### config.mk
export PLATFORM = sky130hd
export DESIGN_NAME = johnson_decoder
export DESIGN_NICKNAME = d
export VERILOG_FILES = /design/src/rtl/johnson_decoder.sv
export SDC_FILE = /design/constraint.sdc
export NUM_CORES = 1
export LEC_CHECK = 0
export ABC_AREA = 1
export CAP_MARGIN = 0
export CORE_MARGIN = 1.5
export CORE_UTILIZATION = 50
export DETAILED_ROUTE_END_ITERATION = 7
export PLACE_DENSITY = 0.84
export SLEW_MARGIN = 20
export SYNTH_ARGS = -nofsm -noshare
export SYNTH_HDL_FRONTEND = slang
export SYNTH_SLANG_ARGS = --single-unit
### constraint.sdc
create_clock -name Clock -period 3.3 [get_ports Clock]
set_input_delay 0.495 -clock Clock [delete_from_list [all_inputs] [get_ports Clock]]
set_output_delay 0.495 -clock Clock [all_outputs]
set_load 0.02 [all_outputs]
### src/rtl/johnson_decoder.sv
// Johnson-code receiver: validates and decodes sampled Johnson words to a binary step index,
// and tracks lock to a stream that advances one legal step at a time.
module johnson_decoder #(
    parameter int unsigned WIDTH      = 4,
    parameter int unsigned LOCK_COUNT = 2,
    localparam int unsigned CW        = $clog2(2 * WIDTH)
) (
    input  logic             Clock,
    input  logic             Reset,
    input  logic             Valid_in,
    input  logic [WIDTH-1:0] Johnson_in,
    output logic [CW-1:0]    Count_out,
    output logic             Count_valid,
    output logic             Code_error,
    output logic             Seq_error,
    output logic             Locked,
    output logic [7:0]       Error_count
);

    localparam logic [CW:0] ModVal  = (CW + 1)'(2 * WIDTH);
    localparam logic [3:0]  LockRun = 4'(LOCK_COUNT);

    typedef enum logic [1:0] {StUnlocked, StLocking, StLocked} state_e;

    state_e          state_q, state_d;
    logic [3:0]      run_q, run_d;
    logic [CW-1:0]   count_q, count_d;
    logic [7:0]      err_q, err_d;
    logic            cv_q, cv_d, ce_q, ce_d, se_q, se_d, locked_q;

    logic [WIDTH-1:0] sample;
    logic [WIDTH-2:0] edges;
    logic [CW:0]      pop, idx_full, succ_full;
    logic [CW-1:0]    idx, succ_idx;
    logic             legal, is_hold, is_succ, err_inc;

    // Gate the input so X on an unstrobed word cannot reach the decode logic.
    always_comb begin
        sample = Valid_in ? Johnson_in : '0;
        edges  = sample[WIDTH-1:1] ^ sample[WIDTH-2:0];
        legal  = $onehot0(edges);
        pop    = '0;
        for (int i = 0; i < int'(WIDTH); i++) begin
            pop = pop + {{CW{1'b0}}, sample[i]};
        end
        idx_full  = sample[WIDTH-1] ? (ModVal - pop) : pop;
        idx       = idx_full[CW-1:0];
        succ_full = {1'b0, count_q} + 1'b1;
        succ_idx  = (succ_full == ModVal) ? '0 : succ_full[CW-1:0];
        is_hold   = (idx == count_q);
        is_succ   = (idx == succ_idx);
    end

    always_comb begin
        state_d = state_q;
        run_d   = run_q;
        count_d = count_q;
        cv_d    = 1'b0;
        ce_d    = 1'b0;
        se_d    = 1'b0;
        err_inc = 1'b0;
        if (Valid_in) begin
            if (!legal) begin
                ce_d    = 1'b1;
                err_inc = 1'b1;
                state_d = StUnlocked;
            end else begin
                cv_d    = 1'b1;
                count_d = idx;
                unique case (state_q)
                    StUnlocked: begin
                        run_d   = '0;
                        state_d = StLocking;
                    end
                    StLocking: begin
                        if (is_succ) begin
                            run_d = run_q + 4'd1;
                            if (run_q + 4'd1 == LockRun) state_d = StLocked;
                        end else if (!is_hold) begin
                            run_d = '0;
                        end
                    end
                    StLocked: begin
                        if (!is_succ && !is_hold) begin
                            se_d    = 1'b1;
                            err_inc = 1'b1;
                            state_d = StUnlocked;
                        end
                    end
                    default: state_d = StUnlocked;
                endcase
            end
        end
        err_d = (err_inc && err_q != 8'hFF) ? err_q + 8'd1 : err_q;
    end

    always_ff @(posedge Clock) begin
        if (Reset) begin
            state_q  <= StUnlocked;
            run_q    <= '0;
            count_q  <= '0;
            err_q    <= '0;
            cv_q     <= 1'b0;
            ce_q     <= 1'b0;
            se_q     <= 1'b0;
            locked_q <= 1'b0;
        end else begin
            state_q  <= state_d;
            run_q    <= run_d;
            count_q  <= count_d;
            err_q    <= err_d;
            cv_q     <= cv_d;
            ce_q     <= ce_d;
            se_q     <= se_d;
            locked_q <= (state_d == StLocked);
        end
    end

    assign Count_out   = count_q;
    assign Count_valid = cv_q;
    assign Code_error  = ce_q;
    assign Seq_error   = se_q;
    assign Locked      = locked_q;
    assign Error_count = err_q;

endmodule

==> results.cfg, run 1 <==
[outcome]
status = complete, no violations

[run]
drv_cap = 0

[logic_synthesis]
synth_nets = 193
ys_warn_count = 0
synth_seq_cells = 21
yosysUniqueCellTypes = 28
syn_inst = 178
yosysSeqAreaShare_pct = 33.23
synth_area_per_cell_um2 = 7.107
syn_area_mm2 = 0.001265

[pwr]
total_power_mw = 0.5517
total_leakage_power_nw = 0.6632
p_per_area_mw_per_mm2 = 359.1
ir_drop_uv = 312.0

[sta]
final-hold-violation-count = 0
report.final.slew_viol_count = 0
setup_tns_ns = 0
setup_violations = 0
fin_crit_ns = 2.882
max_freq_ghz = 0.3470
fin_hold_ws_ns = 0.4991
slew_headroom_pct = 56.45
rsz0062_at_grt = no
worst_slew_pin_slew_ns = 0.6512
fin_skew_ns = 0.008846
fin_crit_sh_pct = 87.33

[clocking]
cts-resized-gates = 0
clockBufferDepth = 2
clock-root-buffer = clkbuf_4
postCtsHoldBufs = 0
insertion_delay_ns = 0.31
cts_tree = yes
cts_made_buffers = 3
clkTransAtPathRegs_ns = 0.12
clock_sinks = 21
h-tree-depth = 1
cts_setup_buffers = 0

[final_layout]
drive_above_1_share_pct = 8.955
final_cell_mix = nand2_1, dfxtp_1, clkdlybuf4s50_1, nor2_1, inv_1
nets = 217
fill_cells = 216
final-seq-area_um2 = 420.4
multi_input_area_um2 = 750.7
layout.cells.most_common = nand2_1
finalCoreUtilization_pct = 63.17
n_antenna_cell = 0
syn_to_final_growth_pct = 21.46

[route]
vias = 1169
drt_iter0_drc = 16
ant_nets = 0
wire_per_inst_um = 11.27
routed_wl_um = 2603
drcViolationCount = 0
drt-vias-per-instance = 5.061
dr.pass1.iters = 4

[setup_path]
cp_data_required_time_ns = 3.47
critPathMaxStageDelay_ns = 0.48
cp_common_cell = nand2_1
start_kind = input port
path_cells = clkdlybuf4s50_1 > nand2_1 > inv_1 > fa_1 > ha_1 > nand3_1 > nand3_1 > nand2_1 > nand2_1 > nand3_2 > nand3_2 > nand2_4 > nand3_4 > nand2_1 > a21oi_1
cp_max_fo = 9
worst-setup-path-type = in -> reg
crit_path_top_delay_cell = clkdlybuf4s50_1
crit_path_end_kind = register
cp.arrival_ns = 3.05

[die]
die_y_um = 53.30
ios = 22
start_util_pct = 52.01
core_area_mm2 = 0.002432
die-area_mm2 = 0.002841
fp.dieW_um = 53.30
rows = 18

[global_route]
grtUsageTotal_pct = 19.60
grt_pass1_vias = 1051
grt_antenna_before_repair = 0
grt_max_degree = 19
grt_pass1_wl_um = 4091
grt_overflow = 0

[placed_design]
dp_hpwl_um = 2056
port_buffers = 21
gp_congestion = 0.8382

[min_path]
holdCritPathClass = reg -> reg
[worst max-delay path: cells and delay by family]
kind | cells | cell delay, ns
simple gates | 10 | 1.08
fa+ha+maj | 2 | 0.83
buf+inv | 2 | 0.56
compound gates | 1 | 0.06
[logic make-up after synthesis]
kind of cell	Yosys count	share of synthesized area [%]
AND/OR/NAND/NOR	95	35.91
buffers and inverters	25	7.418
flip-flops	21	33.23
AO/OA/AOI/OAI	20	8.705
adder cells (fa/ha/maj)	8	8.506
XOR/XNOR	9	6.232
[registers in the layout, indices dropped and copies added, names as in the netlist]
signal       flops
state_q          2
run_q            4
Count_valid      1
Code_error       1
Seq_error        1
Error_count      8
Locked           1
Count_out        3
[power breakdown]
group / switching (mW) / internal, mW / total, mW
logic: 0.0922 / 0.0582 / 0.150
registers: 0.0111 / 0.265 / 0.276
clock network: 0.0803 / 0.0454 / 0.126
[synthesized netlist by cell type, drive strengths merged]
cell type,number,area (µm²)
a21oi,12,60.06
clkbuf,2,7.510
nand3b,1,7.510
nand4,8,50.05
buf,1,3.750
a31oi,1,6.260
clkinv,1,3.750
xor2,6,52.55
nor2,21,88.84
nand2,46,185.2
o21ai,5,28.78
nor3,2,10.01
inv,21,78.82
ha,7,87.58
xnor2,3,26.28
a211oi,1,7.510
nand3,17,112.6
dfxtp,21,420.4
fa,1,20.02
a22oi,1,7.510
[through the flow]
| step | setup slack [ns] | cells | instance area (µm²) |
|---|---|---|---|
| global placement | 0.1695 | 227 | 1509 |
| finish | 0.4183 | 231 | 1536 |
| CTS | 0.4301 | 231 | 1536 |
| detailed placement | 0.09978 | 227 | 1509 |
| global route | 0.1904 | 231 | 1536 |
| floorplan | 0.5547 | 178 | 1265 |
[per-layer routing]
layer	vias up	routed length [µm]	track usage, %
met5	-	0	0
met4	0	26	5.556
met3	4	112	6.215
met2	18	1311	34.77
met1	517	1152	22.13
li1	630	-	-
[worst paths after layout]
kind                            slack [ns]        endpoint  cells past startpoint    startpoint
worst max-delay path                  0.42  Error_count[3]                     15      Valid_in
worst min-delay path                  0.50        run_q[3]                      2      run_q[3]
worst max register to register        1.57          Locked                     13  Count_out[1]
worst min register to register        0.50        run_q[3]                      2      run_q[3]
[area by class of cell]
| class | count | area share, % |
|---|---|---|
| clock inverter | 1 | 0.3257 |
| multi-input combinational | 132 | 48.86 |
| clock buffer | 3 | 1.466 |
| tap | 30 | 2.443 |
| timing repair buffer | 22 | 14.17 |
| sequential | 21 | 27.36 |
| inverter | 22 | 5.375 |
No activity file was read; power rests on OpenSTA's default activity.
==> inputs of run 2 (changes only) <==
CTS_CLUSTER_DIAMETER = 150   (was default)
==> results of run 2 <==
Same layout as run 1: the final DEF is identical, and so are final timing and power.
==> patch 1: new RTL, settings of run 2 <==
Encoding of `state_e`: now one-hot (3 bits for 3 states).
--- a/src/rtl/johnson_decoder.sv
+++ b/src/rtl/johnson_decoder.sv
@@ -20,7 +20,7 @@
     localparam logic [CW:0] ModVal  = (CW + 1)'(2 * WIDTH);
     localparam logic [3:0]  LockRun = 4'(LOCK_COUNT);
 
-    typedef enum logic [1:0] {StUnlocked, StLocking, StLocked} state_e;
+    typedef enum logic [2:0] {StUnlocked = 3'b001, StLocking = 3'b010, StLocked = 3'b100} state_e;
 
     state_e          state_q, state_d;
     logic [3:0]      run_q, run_d;
Formal check against the unedited RTL: no difference found for any inputs over 10 cycles, from zero or initial values and one cycle with Reset high; not proved beyond that.
==> patch 1 against run 2 <==
Setup slack got worse by 0.063 ns. Critical endpoint is now Error_count[2]. Highest routed layer unchanged. Synthesized area increased by 11%. Sequential share of layout area shrank 1.4 points. Total power is 28% higher. Sequential cell count grew 1. Via count increased by 14%. Global-route usage up 0.70 points. Design area grew 10%. Wire length grew 13%.
==> patch 1: results (changes against run 2) <==
Parameter                              Value

Logic synthesis
  Largest cells by area after synthesis ... sky130_fd_sc_hd__dfxtp_1 (31%), sky130_fd_sc_hd__nand2_1 (11%), sky130_fd_sc_hd__nand3_1 (6.8%)
  Warning count from the yosys run ... 0 (unchanged)
  Register area share after synthesis ... 31.5% (-1.8 points)
  Nets in the synthesized netlist ... 207 (+7.3%)
  Most instantiated cells after synthesis ... sky130_fd_sc_hd__nand2_1 (41), sky130_fd_sc_hd__dfxtp_1 (22), sky130_fd_sc_hd__inv_1 (20)
  Count of cell types in the netlist ... 28 (unchanged)
  Share of async-settable or async-resettable flops after synthesis ... 0% (unchanged)
  EDFF count, synth ... 0 (unchanged)

Setup path
  Largest stage delay, worst path ... 0.57 ns (+0.09 ns)
  Number of cells on the worst reg-to-reg path ... 13 (unchanged)
  Maximum net fanout on the critical path ... 10 (+1)
  Flop-to-flop setup slack ... 1.54 ns (-0.03 ns)
  Reg2Reg Capture Point ... Error_count[2]
  Critical path's slowest cell ... sky130_fd_sc_hd__clkdlybuf4s50_1
  Reg2reg start ... Count_out[0]
  Critical Path Source ... Valid_in

GRT
  Met1 demand-to-capacity share in global routing ... 26.7% (+4.6 points)
  Wire length of the first global-routing pass ... 5160 um (+26%)
  Via count of the first global-routing pass ... 1217 (+16%)
  Number of antenna violations at the first check in global routing ... 0 (unchanged)
  Maximum number of pins on one net before global-route repair ... 16 (-3)
  Met2 routing resource usage after global routing ... 33.8% (-0.93 points)
  Global routing usage summed across all routing layers ... 20.3% (+0.70 points)
  M3 GR Usage ... 2.09% (-4.1 points)

Route
  Routed Wire Length ... 2940 um (+13%)
  1st-iter DRT viols ... 59 (+43)
  Number of detailed-route iterations in the first pass ... 4 (unchanged)
  Vias per inst ... 5.38 (+6.3%)

Run status
  Result of the run ... complete, no violations

CTS
  CTS max path bufs ... 2 (unchanged)
  Post-CTS Resized ... 0 (unchanged)
  Cell chosen for the clock root ... sky130_fd_sc_hd__clkbuf_4
  H-tree depth ... 1 (unchanged)
  Clock-pin slew on the worst setup and hold paths ... about 0.13 ns
  Clk Latency, worst-skew pair ... 0.31 ns (about the same)
  Post-CTS Repair Setup Buffers ... 0 (unchanged)
  Number of buffers added by the clock tree synthesis step ... 3 (unchanged)

Power and ir drop
  Static leakage ... 0.000766 uW (+15%)
  Max rail drop VDD ... 0.362 mV (+16%)
  Internal power consumption ... 479 uW (+30%)

Placement
  DP HPWL ... 2140 um (+3.9%)
  Routability cong. ... 0.847 (+1.0%)
  Minimum setup slack after placement ... 0.0163 ns (-0.0835 ns)
  Buffers on Ports ... 21 (unchanged)

Final layout
  Number of nets at the end of the flow ... 232 (+6.9%)
  Diodes inserted ... 0 (unchanged)
  Proportion of layout cells with a drive suffix above 1 ... 12.5% (+3.5 points)
  Largest register FFs ... 8 (unchanged)
  Fillers ... 246 (+14%)

Timing
  Headroom to the max-slew limit ... 61.1% (+4.6 points)
  Skew final ... 0.00513 ns (-0.00372 ns)

Hold path
  Worst Hold Depth ... 2 (unchanged)
  Beginning of the worst hold path ... state_q[2]
  Hold EP ... state_q[2]
  Worst min path class ... register to register
patch 1: through the flow:
step / util (%) / power, uW / instance area (sq um) / instances / hold WS [ns]
after floorplan: - / 447 / 1400 / 192 / 0.465
after global placement: 60.6 / 492 / 1640 / 243 / 0.484
after detailed placement: 60.6 / 496 / 1640 / 243 / 0.485
after CTS: 62.5 / 706 / 1690 / 247 / 0.504
after global routing: 62.5 / 748 / 1690 / 247 / 0.524
final: 62.5 / 703 / 1690 / 247 / 0.501
patch 1: metal layers:
metal / up-vias / wire, um
li1: 678 / -
met1: 616 / 1340
met2: 32 / 1470
met3: 3 / 106
met4: 0 / 23
met5: - / 0
patch 1: how the worst max path moves through the flow:
stage | slack (ns) | to
after floorplan | 0.69 | Error_count[2]
after detailed placement | 0.02 | Error_count[2]
after global routing | 0.19 | run_q[1]
after CTS | 0.35 | Error_count[2]
after global placement | 0.08 | Error_count[1]
final | 0.36 | Error_count[2]
patch 1: critical path: cells and delay by family:
family | cells | cell delay (ns)
adders and majority gates | 2 | 0.86
and+or+nand+nor | 7 | 0.77
buffers and inverters | 3 | 0.67
xor gates and xnor gates | 1 | 0.27
AOI/OAI and AO/OA | 1 | 0.13
patch 1: cells by family after synthesis:
group / synth area share, %
DFF: 31.5
AOI/OAI and AO/OA: 10.9
adders and majority gates: 7.69
and+or+nand+nor: 36.0
buffers and inverters: 7.69
xor gates and xnor gates: 6.26
patch 1: area by class of cell:
type	count	area, sq um	area share [%]
multi-input cells	144	852	50.3
flip-flops and latches	22	440	26.0
repair buffers	22	218	12.9
inverters	24	92.6	5.47
well taps	31	38.8	2.29
clock inverters	1	30.0	1.77
clock buffers	3	22.5	1.33
patch 1: power groups by stage:
| stage | sequential (uW) | clock [uW] | combinational, uW |
|---|---|---|---|
| finish | 294 | 210 | 199 |
| global route | 298 | 227 | 222 |
| CTS | 294 | 212 | 199 |
| detailed placement | 300 | 0 | 195 |
| global placement | 300 | 0 | 192 |
| floorplan | 307 | 0 | 141 |
==> patch 2: new RTL, settings of run 2 <==
Without the edit above. Set the parameter `WIDTH` to 2 (it was 4).
--- a/src/rtl/johnson_decoder.sv
+++ b/src/rtl/johnson_decoder.sv
@@ -1,7 +1,7 @@
 // Johnson-code receiver: validates and decodes sampled Johnson words to a binary step index,
 // and tracks lock to a stream that advances one legal step at a time.
 module johnson_decoder #(
-    parameter int unsigned WIDTH      = 4,
+    parameter int unsigned WIDTH      = 2,
     parameter int unsigned LOCK_COUNT = 2,
     localparam int unsigned CW        = $clog2(2 * WIDTH)
 ) (
Ports: changed (resized Count_out and Johnson_in); port bits go from 22 to 19. The function was not compared with the original's and may differ.
==> patch 2 against run 2 <==
Wire length down 8.1%. Sequential cell count down 2. Critical endpoint is now Error_count[0]. Setup slack better by 0.93 ns. Synthesized area down 8.8%. Clock power down 4%. Largest power group unchanged. Design area down 11%. Critical path type unchanged. Die area down 8.3%. Total power down 15%.
==> patch 2: results (changes against run 2) <==
Parameter                              Value

Run status
  Result of the run ... complete, no violations

Placement
  DP HPWL ... 1860 um (-9.5%)
  Routability cong. ... 0.873 (+4.1%)

Final layout
  Final clock-cell share ... 1.93% (+0.14 points)
  Data-path buffer share of cell area in the final layout ... 12.5% (-1.7 points)
  Number of nets at the end of the flow ... 184 (-15%)
  Multi-input gate area ... 683 sq um (-9.0%)
  Logic inverters ... 18 (-18%)
  Register Area ... 380 sq um (-9.5%)
  #MultiIn Comb ... 116 (-12%)
  Proportion of layout cells with a drive suffix above 1 ... 12.6% (+3.7 points)
  Clock tree buffer count of the final layout ... 4 (+1)
  Non-clock buffer instance count of the final layout ... 17 (-23%)
  Fillers ... 193 (-11%)

Setup path
  Flop-to-flop setup slack ... 1.62 ns (+0.05 ns)
  Crit-path leading delay family ... simple AND/OR/NAND/NOR gates
  Maximum net fanout on the critical path ... 8 (-1)
  Reg2reg start ... Error_count[0]
  Number of cells on the worst reg-to-reg path ... 7 (-6)
  Crit path to ... Error_count[0]
  Reg2Reg Capture Point ... Error_count[4]
  Data arrival at the endpoint of the critical path ... 2.16 ns (-0.89 ns)

Logic synthesis
  Largest cells by area after synthesis ... sky130_fd_sc_hd__dfxtp_1 (33%), sky130_fd_sc_hd__nand2_1 (10%), sky130_fd_sc_hd__nand3_1 (7.8%)
  Most instantiated cells after synthesis ... sky130_fd_sc_hd__nand2_1 (31), sky130_fd_sc_hd__dfxtp_1 (19), sky130_fd_sc_hd__nand3_1 (18)
  Count of cell types in the netlist ... 27 (-3.6%)
  Nets in the synthesized netlist ... 165 (-15%)

Route
  Routed Wire Length ... 2390 um (-8.1%)
  Met1 layer wirelength in the final routing ... 1050 um (-8.5%)
  Met2 wire length ... 1230 um (-6.2%)
  Vias after detailed routing ... 1045 (-11%)
  1st-iter DRT viols ... 14 (-2)

GRT
  M3 GR Usage ... 3.80% (-2.4 points)
  Met1 demand-to-capacity share in global routing ... 23.4% (+1.3 points)
  Met2 routing resource usage after global routing ... 37.0% (+2.2 points)
  Global routing usage summed across all routing layers ... 20.6% (+0.96 points)

Timing
  Headroom to the max-slew limit ... 64.9% (+8.5 points)
  Skew final ... 0.00597 ns (-0.00287 ns)

CTS
  # clock sinks ... 19 (-9.5%)

Power and ir drop
  Max rail drop VDD ... 0.214 mV (-31%)
## patch 2: cell count changes in the layout (fill, tap and decap cells not counted), moves of 3 or more
cell and delta:
sky130_fd_sc_hd__nand2_1 -12, sky130_fd_sc_hd__clkdlybuf4s50_1 -4, sky130_fd_sc_hd__ha_1 -3, sky130_fd_sc_hd__nand3_1 +5, sky130_fd_sc_hd__nand4_1 -6, sky130_fd_sc_hd__inv_1 -3
## patch 2: per-stage QoR
stage / cells / hold slack [ns] / area, sq um / setup slack, ns / total power (uW)
after CTS: 202 / 0.510 / 1360 / 1.37 / 469
final: 202 / 0.509 / 1360 / 1.35 / 467
after detailed placement: 198 / 0.493 / 1340 / 1.03 / 351
after global routing: 202 / 0.565 / 1360 / 1.22 / 492
after global placement: 198 / 0.493 / 1340 / 1.10 / 347
after floorplan: 156 / 0.465 / 1150 / 1.69 / 326
## patch 2: worst min path at each step
| stage | start | endpoint | slack, ns |
|---|---|---|---|
| after floorplan | run_q[2] | run_q[2] | 0.46 |
| after detailed placement | run_q[2] | run_q[2] | 0.49 |
| after CTS | run_q[2] | run_q[2] | 0.51 |
| after global placement | run_q[2] | run_q[2] | 0.49 |
| final | run_q[2] | run_q[2] | 0.51 |
| after global routing | run_q[2] | run_q[2] | 0.56 |
## patch 2: cells by family after synthesis
group / share of synthesized area [%]
AO/OA/AOI/OAI: 7.16
XOR/XNOR: 8.24
adder cells (fa/ha/maj): 4.34
buffers and inverters: 7.81
flip-flops: 33.0
other: 0.325
AND/OR/NAND/NOR: 39.2
## patch 2: power by group through the flow
stage / registers, uW / clock network, uW / logic (uW)
floorplan: 254 / 0 / 72.5
global placement: 250 / 0 / 96.6
detailed placement: 251 / 0 / 101
CTS: 246 / 123 / 101
global route: 247 / 134 / 111
finish: 245 / 121 / 101
